## src/rtl/sipo_frame_ctrl.sv

```systemverilog
// rtl/sipo_frame_ctrl.sv - serial frame receiver: start, 4 data bits LSB first, optional even parity, stop
module sipo_frame_ctrl (
  input  logic       clk,
  input  logic       rst,
  input  logic       din,
  input  logic       bit_en,
  input  logic       par_en,
  input  logic       dout_ready,
  output logic [3:0] dout,
  output logic       dout_valid,
  output logic       par_err,
  output logic       frm_err,
  output logic       ovr_err,
  output logic       busy
);

  typedef enum logic [1:0] {
    IDLE   = 2'd0,
    DATA   = 2'd1,
    PARITY = 2'd2,
    STOP   = 2'd3
  } state_t;

  state_t     r_state;
  state_t     w_state_next;
  logic [1:0] r_cnt;
  logic [3:0] r_shift;
  logic       r_par_en;
  logic       r_perr;
  logic [3:0] r_dout;
  logic       r_dout_valid;
  logic       r_par_err;
  logic       r_frm_err;
  logic       r_ovr_err;
  logic       w_load;
  logic       w_frm;
  logic       w_ovr;

  always_ff @(posedge clk) begin
    if (rst) begin
      r_state <= IDLE;
    end else begin
      r_state <= w_state_next;
    end
  end

  // Output is free when empty or being drained in this very cycle.
  always_comb begin
    w_state_next = r_state;
    w_load       = 1'b0;
    w_frm        = 1'b0;
    w_ovr        = 1'b0;
    if (bit_en) begin
      case (r_state)
        IDLE: begin
          if (!din) w_state_next = DATA;
        end
        DATA: begin
          if (r_cnt == 2'd3) w_state_next = r_par_en ? PARITY : STOP;
        end
        PARITY: begin
          w_state_next = STOP;
        end
        STOP: begin
          w_state_next = IDLE;
          if (!din) begin
            w_frm = 1'b1;
          end else if (!r_dout_valid || dout_ready) begin
            w_load = 1'b1;
          end else begin
            w_ovr = 1'b1;
          end
        end
        default: w_state_next = IDLE;
      endcase
    end
  end

  always_ff @(posedge clk) begin
    if (rst) begin
      r_cnt        <= 2'd0;
      r_shift      <= 4'd0;
      r_par_en     <= 1'b0;
      r_perr       <= 1'b0;
      r_dout       <= 4'd0;
      r_dout_valid <= 1'b0;
      r_par_err    <= 1'b0;
      r_frm_err    <= 1'b0;
      r_ovr_err    <= 1'b0;
    end else begin
      r_frm_err <= w_frm;
      r_ovr_err <= w_ovr;
      if (bit_en) begin
        case (r_state)
          IDLE: begin
            if (!din) begin
              r_par_en <= par_en;
              r_cnt    <= 2'd0;
              r_perr   <= 1'b0;
            end
          end
          DATA: begin
            r_shift <= {din, r_shift[3:1]};
            r_cnt   <= r_cnt + 2'd1;
          end
          PARITY: begin
            r_perr <= (^r_shift) ^ din;
          end
          default: begin
          end
        endcase
      end
      if (w_load) begin
        r_dout       <= r_shift;
        r_par_err    <= r_par_en & r_perr;
        r_dout_valid <= 1'b1;
      end else if (r_dout_valid && dout_ready) begin
        r_dout_valid <= 1'b0;
      end
    end
  end

  assign dout       = r_dout;
  assign dout_valid = r_dout_valid;
  assign par_err    = r_par_err;
  assign frm_err    = r_frm_err;
  assign ovr_err    = r_ovr_err;
  assign busy       = (r_state != IDLE);

endmodule

```

## config.mk

```make
export PLATFORM = sky130hd
export DESIGN_NAME = sipo_frame_ctrl
export DESIGN_NICKNAME = d
export VERILOG_FILES = /design/src/rtl/sipo_frame_ctrl.sv
export SDC_FILE = /design/constraint.sdc
export NUM_CORES = 1
export LEC_CHECK = 0
export BUFFER_PORTS_ARGS = -buffer_cell sky130_fd_sc_hd__buf_4
export CAP_MARGIN = 40
export CORE_UTILIZATION = 52
export DETAILED_ROUTE_END_ITERATION = 8
export PLACE_DENSITY = 0.75
export SLEW_MARGIN = 15
export SYNTH_ARGS = -nofsm -noshare
export SYNTH_HDL_FRONTEND = slang
export SYNTH_SLANG_ARGS = --single-unit
```

## constraint.sdc

```tcl
create_clock -name clk -period 1.6 [get_ports clk]
set_input_delay 0.32 -clock clk [delete_from_list [all_inputs] [get_ports clk]]
set_output_delay 0.32 -clock clk [all_outputs]
set_load 0.02 [all_outputs]
```

Word level (Yosys, flattened, before mapping). Index checks and enable logic that the tools add are counted.

Register bits: 18. Input bits: 6.

Add/sub/neg operators: 1. Equal/unequal tests: 6. Muxes and demuxes: 16. Bitwise gates (word level): 5. Reduce and logical (&&, ||, !) cells: 16.

Operators by type and width (number): $reduce_and A3 Y1 (4); $mux W1 (10); $pmux W2 S4 (1); $reduce_bool A2 Y1 (4); $eq A2 B2 Y1 const B (3); $mux W2 (3); $ne A2 B2 Y1 const B (2); $pmux W2 S2 (1); $reduce_or A4 Y1 (1); $reduce_xor A4 Y1 (1); $not A1 Y1 (3); $reduce_or A3 Y1 (1); $add A2 B1 Y2 const B (1); $eq A2 B1 Y1 const B (1); $logic_not A2 Y1 (1); $pmux W1 S2 (1); $reduce_and A2 Y1 (1); $and A1 B1 Y1 (1); $logic_and A1 B1 Y1 (1); $logic_not A1 Y1 (1); $logic_or A1 B1 Y1 (1); $xor A1 B1 Y1 (1).

Depth between registers and ports, before layout. Gate-level depths: netlist of the first run.

Depth in word-level cells: 7. Depth in mapped cells: 6.

Worst setup path before layout of the first run. OpenSTA, ideal clock, no wires.

Kind: reg2reg. Start point: register r_state[0]. End point: register r_state[0]. Library setup time: 91 ps. Arrival: 1237 ps. Path slack: 272 ps. Stages on the path, launching flop included: 6. Path buffers: 0. Clock period less this slack: 1328 ps. Cells stage by stage: dfxtp_1 -> inv_1 -> ha_1 -> a21boi_4 -> a31oi_1 -> a311oi_1.

Longest elaborated chain between the ends: 3. Elaborated cells on any way between the ends: 8. Those cells by class: 5 x eq/ne; 1 x mux; 2 x reduce/logical.

Ends and longest elaborated chain: start: declaration (RTL line 24) `state_t r_state;`; start signal: assignment (RTL line 43) `r_state <= w_state_next;`; $eq A2 B1 Y1 or $logic_not A2 Y1 (tied branches) (RTL line 54) `case (r_state)`; $ne A2 B2 Y1 (no source line); $reduce_and A3 Y1 (no source line).

Parallel ways exist; a longest one is shown, timed or not. A chain may end at the register's enable or synchronous reset.

Worst setup path in the final report of the first run.
Start point: register r_state[0]. End point: output busy.

Longest elaborated chain between the ends: 1.

Ends and longest elaborated chain: $reduce_bool A2 Y1 (RTL line 128) `assign busy = (r_state != IDLE);`; end: declaration (RTL line 14) `output logic busy`.

Every way passes these cells.

==> reports/metrics.csv, run 1 <==
metric,value,unit
clkSinkCount,18,
clk_pin_slew_worst_paths,0.10,ns
finalCriticalPeriod,1.54,ns
ys_types,32,
rsz0062_at_grt,false,
maxCapViolCount,0,
worst_pin_slew,0.314,ns
io_pins,15,
hold_path.class,input port to flop,
cts_tree,done,
crit_slowest_cell,dfxtp_2,
total_power,896,uW
synth_area,875,um^2
clk_latency,0.29,ns
core-area,1540,um^2
clock_path_buffers,2,
io_buffers,14,
crit_path_start_kind,flop,
drc,0,
fmax,651,MHz
postSynthAreaPerCell,8.83,um^2
synth_common_cells,"dfxtp_1 (18), a21oi_1 (14), nand3_1 (11), o21ai_0 (8), nand2_1 (7)",
layout_setup_ws,0.0647,ns
grt_start_max_net_pins,19,
r2r-start,r_state[1]$_SDFFE_PP0P_,
synth-edff-count,0,
r2r_slack,0.18,ns
grt.total_usage,19.8,%
multi_input_area,487,um^2
antenna_found_initial,0,
drtIter0Drc,13,
leakage,0.427,nW
critPathKind,flop to output pin,
outcome,completed,
async_flop_share,0,%
start_util,56.7,%
ys_seq_area_share,41.2,%
grt_pass1_wl,2750,um
yosysMostFrequentCell,dfxtp_1,
gp_congestion,0.744,
fin_nets,126,
crit_top_cell,inv_1,
cts-buffers-inserted,3,
synth_cells,99,
hold_viol,0,
worst_ep_required_time,1.28,ns
wl_per_cell,12.8,um
relSlewSlack,79.1,%
area_delta_synth_final,18.0,%
crit_fanout,7,
fin_skew,0.00186,ns
path_depth,4,
p_per_area,868,nW/um^2
end_kind,output pin,
arrival,1.22,ns
vias,737,
drt-total-wl,1650,um
regArea,362,um^2
synth_ff_type,dfxtp_1,
cpPeakStageDelay,0.35,ns
dieWidth,43.0,um
finalMaxSlewViolations,0,
finalSetupTns,0,ns
first_pass_iters,4,
ff2ff_path_depth,5,
drive_gt1_share,22.1,%
setup_viol,0,
hold_slack,0.254,ns
synth_top_area_cell,dfxtp_1,
min_from,par_en,
path_delay_family,flip-flops,
cts_setup_buffers,0,
ant_nets,0,
synthTopCellsByArea,"dfxtp_1 (41%), ha_1 (8.6%), a21oi_1 (8.0%)",
post-place-ws,0.106,ns
dieArea,1850,um^2
num_rows,14,
htreeDepth,1,
synth_top_area_share,41.2,%
grt-ovfl-total,0,
cts-root-buf,clkbuf_4,
cts-hold-fix-buffers,0,
worstPathCellList,inv_1 -> ha_4 -> inv_1 -> buf_4,
fill_cells,124,
max-vdd-ir-drop,745,uV
r2r_end,r_state[0]$_SDFFE_PP0P_,
crit_buf_inv,3,
yosysWarningCount,0,
dp_hpwl,1180,um
grt_pass1_vias,678,
syn-num-nets,111,
die_h,43.0,um
min_to,r_par_en$_SDFFE_PP0P_,
synth-seq-cells,18,
via_per_inst,5.71,
holdPathStages,3,
antennaDiodeCount,0,
final.period_utilization,96.0,%
==> what timing repair did <==
| item | CTS | global route |
|---|---|---|
| endpoints found under the hold margin | 0 | 0 |
| setup endpoints to repair | 1 | 1 |
| gates resized for setup | 2 | 2 |
==> power breakdown <==
part | leakage, nW | switching, mW | internal [mW]
clock | 0.0210 | 0.140 | 0.139
sequential | 0.146 | 0.0102 | 0.458
combinational | 0.260 | 0.0824 | 0.0663
total | 0.427 | 0.232 | 0.663
==> worst register-to-register path: cells and delay by family (launching register included) <==
kind | cells | cell delay, ns
DFF | 1 | 0.41
AOI/OAI and AO/OA | 2 | 0.35
and+or+nand+nor | 1 | 0.18
buffers and inverters | 1 | 0.09
adders and majority gates | 1 | 0.30
==> sequential cells by signal, summed over array words and instances (netlist names) <==
name	cells
dout	4
r_shift	4
r_cnt	2
r_state	2
dout_valid	1
frm_err	1
ovr_err	1
par_err	1
r_par_en	1
r_perr	1
==> metal layers <==
metal	wire length, um	GRT usage, %
met1	826	25.1
met2	736	31.8
met5	0	0
met3	77	7.66
met4	8	4.24
==> final cells by class <==
type                       count  area share, %
clock buffer                   4           3.52
sequential                    18           35.0
multi-input combinational     72           47.2
timing repair buffer          15           10.9
inverter                       4           1.45
tap                           16           1.94
==> cell families after synthesis <==
family,Yosys count,share of synthesized area [%]
and+or+nand+nor,32,18.5
AOI/OAI and AO/OA,30,21.5
DFF,18,41.2
buffers and inverters,9,4.58
adders and majority gates,6,8.58
xor gates and xnor gates,3,4.58
muxes,1,1.14
==> worst max-delay path by stage <==
stage                                        from                 endpoint  slack, ns
after global placement    r_state[0]$_SDFFE_PP0P_  r_state[0]$_SDFFE_PP0P_       0.21
after global routing      r_state[0]$_SDFFE_PP0P_                     busy    0.00001
after detailed placement  r_state[0]$_SDFFE_PP0P_  r_state[0]$_SDFFE_PP0P_       0.11
final                     r_state[0]$_SDFFE_PP0P_                     busy       0.06
after CTS                 r_state[0]$_SDFFE_PP0P_                     busy       0.04
after floorplan           r_state[0]$_SDFFE_PP0P_  r_state[0]$_SDFFE_PP0P_       0.27
==> cells in the final DEF, fill, tap and decap left out, types with 2 or more instances in the layout <==
master	synthesis	layout
nor3_1	2	2
nand2b_1	2	2
nand3_1	11	11
nor2_1	3	3
nor2b_1	2	2
o21ai_0	8	8
buf_4	1	15
inv_1	4	3
a21oi_1	14	14
ha_1	6	5
clkbuf_4	0	3
nand2_1	7	7
dfxtp_1	18	17
==> stage by stage <==
step	instances	util, %	area, um^2
floorplan	99	-	875
global placement	125	63.7	982
detailed placement	125	63.7	982
CTS	129	66.9	1030
global route	129	67.0	1030
finish	129	67.0	1030
No activity file was read; power rests on OpenSTA's default activity.
==> run 2, diff against run 1 <==
==> constraint.sdc (replaced) <==
create_clock -name clk -period 1.8 [get_ports clk]
set_input_delay 0.36 -clock clk [delete_from_list [all_inputs] [get_ports clk]]
set_output_delay 0.36 -clock clk [all_outputs]
set_load 0.02 [all_outputs]
==> run 2 against run 1 <==
Sequential power fell by 11%. Register-to-register slack improved by 0.17 ns. Sequential cell count is the same. Critical path depth stayed put. Non-clock buffer count shrank 1. Via count increased by 3.3%. First-iteration DRC count up 7.7%. Worst setup slack improved by 0.075 ns. Die area is the same. Clock skew grew 0.0021 ns. Cell area down 3.2%. Critical path type unchanged. Largest cell class unchanged.
==> reports/metrics.csv, run 2 (synthesis results as in run 1) <==
metric,value,unit
outcome,completed,
final_cells,127,
first_pass_iters,4,
r2r_slack,0.35,ns
crit_path_start_kind,flop,
post_cts_resized,0,
arrival,1.30,ns
fin_nets,125,
ff2ff_path_depth,5,
post-route-util,64.9,%
wl_met1,749,um
multi_input_area,477,um^2
worst_ep_required_time,1.44,ns
core-area,1540,um^2
critPathKind,flop to output pin,
r2r-start,r_state[1]$_SDFFE_PP0P_,
ant_nets,0,
crit_fanout,7,
fill_cells,130,
cts-buffers-inserted,3,
fin_skew,0.00395,ns
antennaDiodeCount,0,
drc,0,
gp_congestion,0.771,
leakage,0.412,nW
end_kind,output pin,
cts_setup_buffers,0,
clk_pin_slew_worst_paths,0.10,ns
wl_met3,92,um
grt_start_max_net_pins,19,
placedCellCount,124,
antenna_found_initial,0,
p_per_area,735,nW/um^2
min_from,par_en,
hold_path.class,input port to flop,
finalMaxSlewViolations,0,
finalSetupTns,0,ns
hold_viol,0,
cts-hold-fix-buffers,0,
cts-root-buf,clkbuf_4,
area_delta_synth_final,14.3,%
num_rows,14,
clk_latency,0.29,ns
htreeDepth,1,
layout_common_cells,"dfxtp_1 (18), a21oi_1 (14), buf_4 (14)",
io_buffers,14,
grt-ovfl-total,0,
rsz0062_at_grt,false,
io_pins,15,
worst_pin_slew,0.290,ns
drt-total-wl,1630,um
grt_pass1_wl,2790,um
dp_hpwl,1220,um
max-vdd-ir-drop,483,uV
wl_per_cell,12.9,um
relSlewSlack,80.6,%
setup_viol,0,
grt_pass1_vias,630,
dieWidth,43.0,um
clock_path_buffers,2,
regArea,360,um^2
highest_layer,met4,
start_util,56.7,%
holdPathStages,3,
dieArea,1850,um^2
cts_tree,done,
final_common_cell,dfxtp_1,
startpoint,r_state[0]$_SDFFE_PP0P_,
drtIter0Drc,14,
die_h,43.0,um
via_per_inst,5.99,
maxCapViolCount,0,
final.period_utilization,92.2,%
drive_gt1_share,18.9,%
clkSinkCount,18,
total_power,735,uW
grt.total_usage,20.4,%
finalCriticalPeriod,1.66,ns
fmax,602,MHz
met2WireLength,749,um
vias,761,
[run 2: changes by cell type in the layout (fill, tap and decap cells not counted), sizes merged]
cell,before,now
buf,15,14
clkbuf,4,3
[run 2: final timing paths]
kind	end
setup reg to reg	r_cnt[0]$_SDFFE_PP0P_
setup / recovery	busy
hold reg to reg	par_err$_SDFFE_PP0P_
hold / removal	r_par_en$_SDFFE_PP0P_
[run 2: per-stage QoR]
stage / hold WS, ns / setup slack, ns / instance area, um^2
global route: 0.304 / 0.0499 / 1000
detailed placement: 0.471 / 0.304 / 975
global placement: 0.465 / 0.333 / 975
floorplan: 0.453 / 0.472 / 875
finish: 0.306 / 0.140 / 1000
CTS: 0.304 / 0.0558 / 997
[run 2: worst max-delay path, stage by stage, from the launching register on]
cell     delay [ns]
dfxtp_1        0.36
inv_1          0.14
ha_2           0.30
inv_1          0.06
buf_4          0.15
[run 2: report_power, final]
group	switching (mW)	internal (mW)
logic	0.0703	0.0525
clock network	0.119	0.0780
registers	0.00864	0.407
[run 2: final cells by class]
| class | instances | share of cell area [%] |
|---|---|---|
| well taps | 16 | 2.00 |
| flip-flops and latches | 18 | 36.0 |
| repair buffers | 14 | 10.5 |
| clock buffers | 3 | 2.25 |
| inverters | 4 | 1.50 |
| multi-input cells | 72 | 47.7 |
[run 2: layer usage]
metal	vias to the layer above	global-route usage (%)
li1	375	-
met1	347	26.3
met2	29	30.3
met3	10	6.81
met4	0	10.3
met5	-	0
